### src/rtl/mem_port_arbiter.sv
// Arbiter for a single-ported unified memory shared by instruction fetch (IF) and the data (MEM-stage) port.
// Build option: define MEM_ARB_STARVE_GUARD_EN to force an IF grant after STARVE_LIMIT consecutive data grants.
module mem_port_arbiter #(
  parameter int ADDR_W       = 8,
  parameter int MEM_LATENCY  = 1,
  parameter int STARVE_LIMIT = 4
) (
  input  logic              clock,
  input  logic              reset,
  input  logic              if_req,
  input  logic [31:0]       if_addr,
  output logic [31:0]       if_rdata,
  output logic              if_ready,
  input  logic              dm_req,
  input  logic              dm_we,
  input  logic [31:0]       dm_addr,
  input  logic [31:0]       dm_wdata,
  output logic [31:0]       dm_rdata,
  output logic              dm_ready,
  output logic              mem_en,
  output logic              mem_we,
  output logic [ADDR_W-1:0] mem_addr,
  output logic [31:0]       mem_wdata,
  input  logic [31:0]       mem_rdata,
  output logic              stall_if,
  output logic              stall_mem,
  output logic              busy
);

  typedef enum logic [1:0] {IDLE, ISSUE, WAIT, DONE} state_t;
  typedef enum logic {OWN_I, OWN_D} owner_t;

  localparam logic [3:0] LAT_M1 = 4'(MEM_LATENCY - 1);

  state_t     state;
  owner_t     owner;
  logic       op_we;
  logic [3:0] wait_cnt;
  logic       grant_d;
  logic       grant_i;
  logic       to_done;

`ifdef MEM_ARB_STARVE_GUARD_EN
  localparam int SC_W = (STARVE_LIMIT < 1) ? 1 : $clog2(STARVE_LIMIT + 1);
  logic [SC_W-1:0] starve_cnt;
  logic            starve_hit;

  // Once IF has watched STARVE_LIMIT data grants go by, it takes the next slot.
  assign starve_hit = if_req && (starve_cnt == SC_W'(STARVE_LIMIT));
  assign grant_d    = dm_req && !starve_hit;
`else
  logic unused_starve_cfg;
  assign unused_starve_cfg = (STARVE_LIMIT > 0);
  assign grant_d           = dm_req;
`endif

  // Data wins ties: it belongs to the older instruction in the pipeline.
  assign grant_i = if_req && !grant_d;

  assign to_done = ((state == ISSUE) && (MEM_LATENCY == 1)) ||
                   ((state == WAIT) && (wait_cnt == 4'd1));

  assign stall_if  = if_req & ~if_ready;
  assign stall_mem = dm_req & ~dm_ready;
  assign busy      = (state != IDLE);

  logic unused_addr_hi;
  assign unused_addr_hi = ^{if_addr, dm_addr};

  always_ff @(posedge clock) begin
    if (reset) begin
      state     <= IDLE;
      owner     <= OWN_I;
      op_we     <= 1'b0;
      wait_cnt  <= '0;
      mem_en    <= 1'b0;
      mem_we    <= 1'b0;
      mem_addr  <= '0;
      mem_wdata <= '0;
      if_ready  <= 1'b0;
      dm_ready  <= 1'b0;
      if_rdata  <= '0;
      dm_rdata  <= '0;
`ifdef MEM_ARB_STARVE_GUARD_EN
      starve_cnt <= '0;
`endif
    end else begin
      // NOTE: non-blocking defaults make strobes one-cycle pulses; a later assignment in this block overrides them.
      mem_en   <= 1'b0;
      mem_we   <= 1'b0;
      if_ready <= 1'b0;
      dm_ready <= 1'b0;

      case (state)
        IDLE: begin
          if (grant_d || grant_i) begin
            owner    <= grant_d ? OWN_D : OWN_I;
            op_we    <= grant_d && dm_we;
            mem_en   <= 1'b1;
            mem_we   <= grant_d && dm_we;
            mem_addr <= grant_d ? dm_addr[ADDR_W-1:0] : if_addr[ADDR_W-1:0];
            if (grant_d) mem_wdata <= dm_wdata;
            state    <= ISSUE;
          end
`ifdef MEM_ARB_STARVE_GUARD_EN
          if (!if_req || grant_i) starve_cnt <= '0;
          else if (grant_d)       starve_cnt <= starve_cnt + 1'b1;
`endif
        end
        ISSUE: begin
          wait_cnt <= LAT_M1;
          if (!to_done) state <= WAIT;
        end
        WAIT:    wait_cnt <= wait_cnt - 4'd1;
        DONE:    state <= IDLE;
        default: state <= IDLE;
      endcase

      // Read data is captured on the same edge that enters DONE; writes leave dm_rdata alone.
      if (to_done) begin
        state <= DONE;
        if (owner == OWN_D) begin
          dm_ready <= 1'b1;
          if (!op_we) dm_rdata <= mem_rdata;
        end else begin
          if_ready <= 1'b1;
          if_rdata <= mem_rdata;
        end
      end
    end
  end

endmodule
### config.mk
export PLATFORM = sky130hd
export DESIGN_NAME = mem_port_arbiter
export DESIGN_NICKNAME = d
export VERILOG_FILES = /design/src/rtl/mem_port_arbiter.sv
export SDC_FILE = /design/constraint.sdc
export NUM_CORES = 1
export LEC_CHECK = 0
export ABC_AREA = 1
export CORE_MARGIN = 5
export CORE_UTILIZATION = 37
export CTS_BUF_LIST = sky130_fd_sc_hd__clkbuf_8
export CTS_CLUSTER_SIZE = 28
export DETAILED_ROUTE_END_ITERATION = 8
export PLACE_DENSITY = 0.78
export SETUP_SLACK_MARGIN = 0.3
export SLEW_MARGIN = 25
export SYNTH_ARGS = -nofsm -noshare
export SYNTH_HDL_FRONTEND = slang
export SYNTH_SLANG_ARGS = --single-unit
export TNS_END_PERCENT = 10
### constraint.sdc
create_clock -name clock -period 1.4 [get_ports clock]
set_input_delay 0.28 -clock clock [delete_from_list [all_inputs] [get_ports clock]]
set_output_delay 0.28 -clock clock [all_outputs]
set_load 0.005 [all_outputs]
; ---- Word-level counts from Yosys, hierarchy flattened
; Index checks and enable logic that the tools add are counted.
[word_totals]
out_inout_bits = 111
in_bits = 133
elab_cells = 54
latchBits = 0
rom_bits = 0
ff_bits = 116
memories = 0
ramBits = 0
[classes]
add_sub_neg = 1
magnitude_cmp = 0
bitwise_logic = 9
eq_ne = 5
mul = 0
n_reduce_logical = 18
muxes = 9
shifts = 0
div = 0
[op_table]
columns = operator, count
row1 = 8-bit two-way mux, 1
row2 = 4-bit case mux with 2 select lines, 1
row3 = 1-bit inverter, 7
row4 = 2-bit case mux with 3 select lines, 1
row5 = 2-bit AND reduction, 3
row6 = 3-bit AND reduction, 2
row7 = 2-bit equality test (second input constant), 2
row8 = 4-bit by 1-bit equality test with 1-bit output (second input constant), 1
row9 = 1-bit two-way mux, 4
row10 = 2-bit two-way mux, 2
row11 = 2-bit nonzero test, 2
row12 = 4-bit nonzero test, 1
row13 = 2-bit OR reduction, 2
row14 = 4-bit by 1-bit subtractor with 4-bit output (second input constant), 1
row15 = 1-bit logical AND, 3
row16 = 3-bit != test (second input constant), 1
row17 = 3-bit OR reduction, 1
row18 = 1-bit bitwise AND, 2
row19 = 2-bit by 1-bit equality test with 1-bit output (second input constant), 1
row20 = 2-bit zero test, 1
row21 = 1-bit logical OR, 2
row22 = 1-bit zero test, 1

; ---- Depth between registers and ports, before layout
[logic_depth]
ltp_word = 6
depth_mapped = 11
depth_no_buf = 9

; ---- Worst setup path before layout
; Ideal clock, no wire load.
[synth_timing]
path_type = reg2reg
startpoint = register state[0]
endpoint = register dm_rdata[0]
stages_incl_launch_ff = 11
setup_ns = 0.115
synth_period_minus_slack_ns = 1.359
path_slack_ns = 0.041
n_path_buf = 2
t_arrival_ns = 1.244
t_required_ns = 1.285
cell_sequence = dfxtp_1 inv_1 ha_1 nand2_1 inv_1 nand2_1 nand2_2 buf_6 buf_4 a21oi_1 nor2_1
[synth_via]
elab_chain_cells = 4
word_cells_on_any_way = 5
classes_between = 2 x eq/ne / 3 x reduce/logical
[synth_lines]
columns = item, line_no
row1 = "start, declared", 35  ; state_t state;
row2 = "start signal, assigned", 72  ; state <= IDLE;
row3 = "start signal, assigned", 103  ; state <= ISSUE;
row4 = "start signal, assigned", 112  ; if (!to_done) state <= WAIT;
row5 = 2-bit equality test, 61  ; ((state == WAIT) && (wait_cnt == 4'd1));
row6 = 1-bit logical AND, 61
row7 = 1-bit logical OR (*), 60  ; assign to_done = ((state == ISSUE) && (MEM_LATENCY == 1)) ||
row8 = 3-bit AND reduction (no line) (*), n/a
row9 = "end signal, assigned", 124  ; if (!op_we) dm_rdata <= mem_rdata;
row10 = "end, declared", 18  ; output logic [31:0] dm_rdata,
; Mark *: on every way between the ends. The rest lies on a longest branch, timed or not.
; A chain may end at the register's enable or synchronous reset.

; ---- Worst setup path in the final report
[layout_timing]
startpoint = register state[0]
endpoint = register if_rdata[30]
[layout_via]
elab_chain_cells = 4
word_cells_on_any_way = 5
classes_between = 2 x eq/ne / 3 x reduce/logical
[layout_lines]
columns = item, line_no
row1 = 2-bit equality test, 61
row2 = 1-bit logical AND, 61
row3 = 1-bit logical OR (*), 60
row4 = 2-bit AND reduction (no line) (*), n/a
row5 = "end signal, assigned", 127  ; if_rdata <= mem_rdata;
row6 = "end, declared", 12  ; output logic [31:0] if_rdata,
; Marks and branches as above.

==> results.cfg <==
[worst_setup_path]
rr_endpoint = if_rdata[30]
regToRegStartpoint = state[0]
endpoint_kind = flip-flop
cp.required_ps = 1740
reg2reg_slack_ps = -100
start_kind = flip-flop
path_max_fanout = 8
crit_type = flip-flop to flip-flop
arrival_ps = 1840
worstRegToRegCells = 10

[routing]
via_count = 5063
route.detailed.drc = 0
ant_nets = 0
wl_per_cell_um = 14.9
drtIter0Drc = 355
dr.pass1.iters = 6
viasPerCell = 4.76
drt-total-wl_mm = 15.8

[grt]
overflow = 0
grtUsageTotal_pct = 17.7
first_global_vias = 4392
grt_max_degree = 65
grt_pass1_wl_mm = 21.1
antenna_found_initial = 0

[layout]
multi_input_area_um2 = 2490
area_growth_pct = 74.9
fillerInstances = 1020
layout-drive-gt1-share_pct = 40.3
fin_area_um2 = 8370
nets = 1017
register_area_um2 = 2410
num_antenna_cells = 0

[yosys]
synth-simple-area-share_pct = 27.8
yosys-mux-area-fraction_pct = 0
synthCells = 656
synth_compound_area_share_pct = 12.1
synthDistinctLibCells = 22
seq_area_frac_synth_pct = 48.5
ys_ff_latch = 116
synth_top_family_by_area = simple AND/OR/NAND/NOR gates
avgSynthCellArea_um2 = 7.29
yosysWarnings = 0
yosys.area_share.xor_xnor_pct = 0
synth_area_um2 = 4780
syn_nets = 795
synth_fa_ha_area_share_pct = 1.57

[die]
design.core.area_um2 = 12700
rows = 41
ios = 244
dieArea_um2 = 15300
die_h_um = 124
initial_core_util_pct = 37.8
die_w_um = 124

[hold_path]
hold_class = input port to flip-flop
hold_start = dm_we
min_to = mem_we
hold_depth = 3

[cts]
cts_sinks = 116
hold_buffers = 0
clockBufferDepth = 2
clk_latency_ps = 450
cts-root-buf = clkbuf_8
htree_levels = 4
cts_tree = yes
clkTransAtPathRegs_ps = 70
cts-buffers-inserted = 17

[pwr]
clockPowerShare_pct = 19.1
p_per_area_nw_per_um2 = 1900
p_leak_uw = 0.00370
intPower_uw = 10100
switching_share_pct = 36.7
vdd_drop_max_mv = 0.916
combPwrFrac_pct = 49.6
seqPwrFrac_pct = 31.4
p_switching_uw = 5840

[sta]
rsz0062_at_grt = true
timing.final.crit_period_ps = 1500
final.setup.worst_slack_ps = -96.2
maxSlewHeadroom_pct = 75.1
hold_viol = 0
worst_pin_slew_ps = 373
slew_viol_final = 0
finalSetupViolCount = 62
finClkSkew_ps = 7.32
max_freq_mhz = 668
setup_tns_ps = -3080
period_share_pct = 107

[place]
dpl_worst_slack_ps = -323
hpwl_mm = 9.84
port_buffers = 195
placed_area_um2 = 7100
place_congestion = 0.799

[outcome]
status = complete, but fails checks
violations = negative setup slack

[job]
max-cap-violations = 0
==> placed cells by master, fill, tap and decap left out, types with 27 or more instances in the layout <==
cell type,synthesis,final
nor2_1,156,128
nand2_1,95,91
clkdlybuf4s50_1,0,82
buf_6,12,62
dfxtp_2,0,62
dfxtp_1,116,52
nand3_1,66,50
a21oi_2,0,46
inv_1,44,37
nor2_2,1,27
==> power groups by stage <==
stage / logic (µW) / clock network [µW] / registers [µW]
after global routing: 8540 / 3270 / 5100
after floorplan: 3130 / 0 / 4840
after detailed placement: 5960 / 0 / 4780
after global placement: 5870 / 0 / 4760
after CTS: 5880 / 3100 / 4860
final: 7890 / 3040 / 4990
==> metrics by stage <==
| stage | instances | utilization, % | hold slack [ps] | total power [µW] |
|---|---|---|---|---|
| after global placement | 1013 | 56.1 | 460 | 10600 |
| final | 1063 | 66.1 | 387 | 15900 |
| after detailed placement | 1013 | 56.1 | 466 | 10700 |
| after CTS | 1047 | 59.8 | 340 | 13900 |
| after floorplan | 656 | - | 342 | 7970 |
| after global routing | 1063 | 66.1 | 390 | 16900 |
==> registers in the layout (all words and copies together) (netlist names) <==
signal     cells
dm_rdata      32
owner          1
mem_we         1
mem_wdata     32
state          2
if_rdata      32
mem_en         1
wait_cnt       4
mem_addr       8
dm_ready       1
op_we          1
if_ready       1
==> how the worst max path moves through the flow <==
stage	slack, ps	start	to
finish	-100	state[0]	if_rdata[30]
global route	-170	state[0]	dm_rdata[18]
CTS	-80	state[0]	if_rdata[17]
detailed placement	-320	dm_req	stall_mem
global placement	-330	dm_req	stall_mem
floorplan	130	wait_cnt[1]	dm_rdata[8]
==> layout make-up <==
cell class | instances | area share, %
well taps | 172 | 2.57
multi-input cells | 449 | 29.7
clock inverters | 11 | 1.21
repair buffers | 246 | 31.9
flip-flops and latches | 116 | 28.8
clock buffers | 21 | 3.45
inverters | 48 | 2.35
==> layer usage <==
layer	up-vias	share of wire (%)	wire [µm]	track usage [%]
met5	-	0	0	0
met4	0	1.9	295	6.99
met3	30	11	1800	9.04
met2	202	48	7580	27.6
met1	2278	39	6120	20.7
li1	2553	-	-	-
==> timing repair <==
item                       4_1_cts  5_1_grt
gates resized for setup        487      150
setup endpoints to repair      227      227
pin swaps                        5       14
setup buffers                    2        0
cloned                           0       16
==> cell usage after synthesis <==
master / n / area share, %
nand3_1: 66 / 6.9
clkbuf_1: 7 / 0.55
nor2_1: 156 / 12
nor2_4: 1 / 0.24
nor3_1: 3 / 0.31
a211oi_1: 1 / 0.16
buf_4: 3 / 0.47
and3_1: 2 / 0.26
clkinv_1: 1 / 0.078
buf_2: 21 / 2.2
ha_1: 6 / 1.6
buf_6: 12 / 2.8
nor2_2: 1 / 0.13
nand2_2: 2 / 0.26
o21ai_0: 43 / 4.5
a31o_2: 1 / 0.18
a21oi_1: 69 / 7.2
dfxtp_1: 116 / 49
inv_2: 3 / 0.24
nand2_1: 95 / 7.5
buf_1: 3 / 0.24
inv_1: 44 / 3.5
==> cells by family after synthesis <==
kind of cell | count (synthesis)
AND/OR/NAND/NOR | 326
flip-flops | 116
AO/OA/AOI/OAI | 114
buffers and inverters | 94
adder cells (fa/ha/maj) | 6
==> critical path, cell delays in order, from the launching register on <==
cell and delay (ps):
dfxtp_2 350, inv_4 50, buf_12 120, ha_4 150, nand2_4 60, inv_4 40
nand2_8 120, nand2_8 110, clkbuf_16 180, a21oi_1 140, nor2_1 70
(Power assumes the default switching activity.)
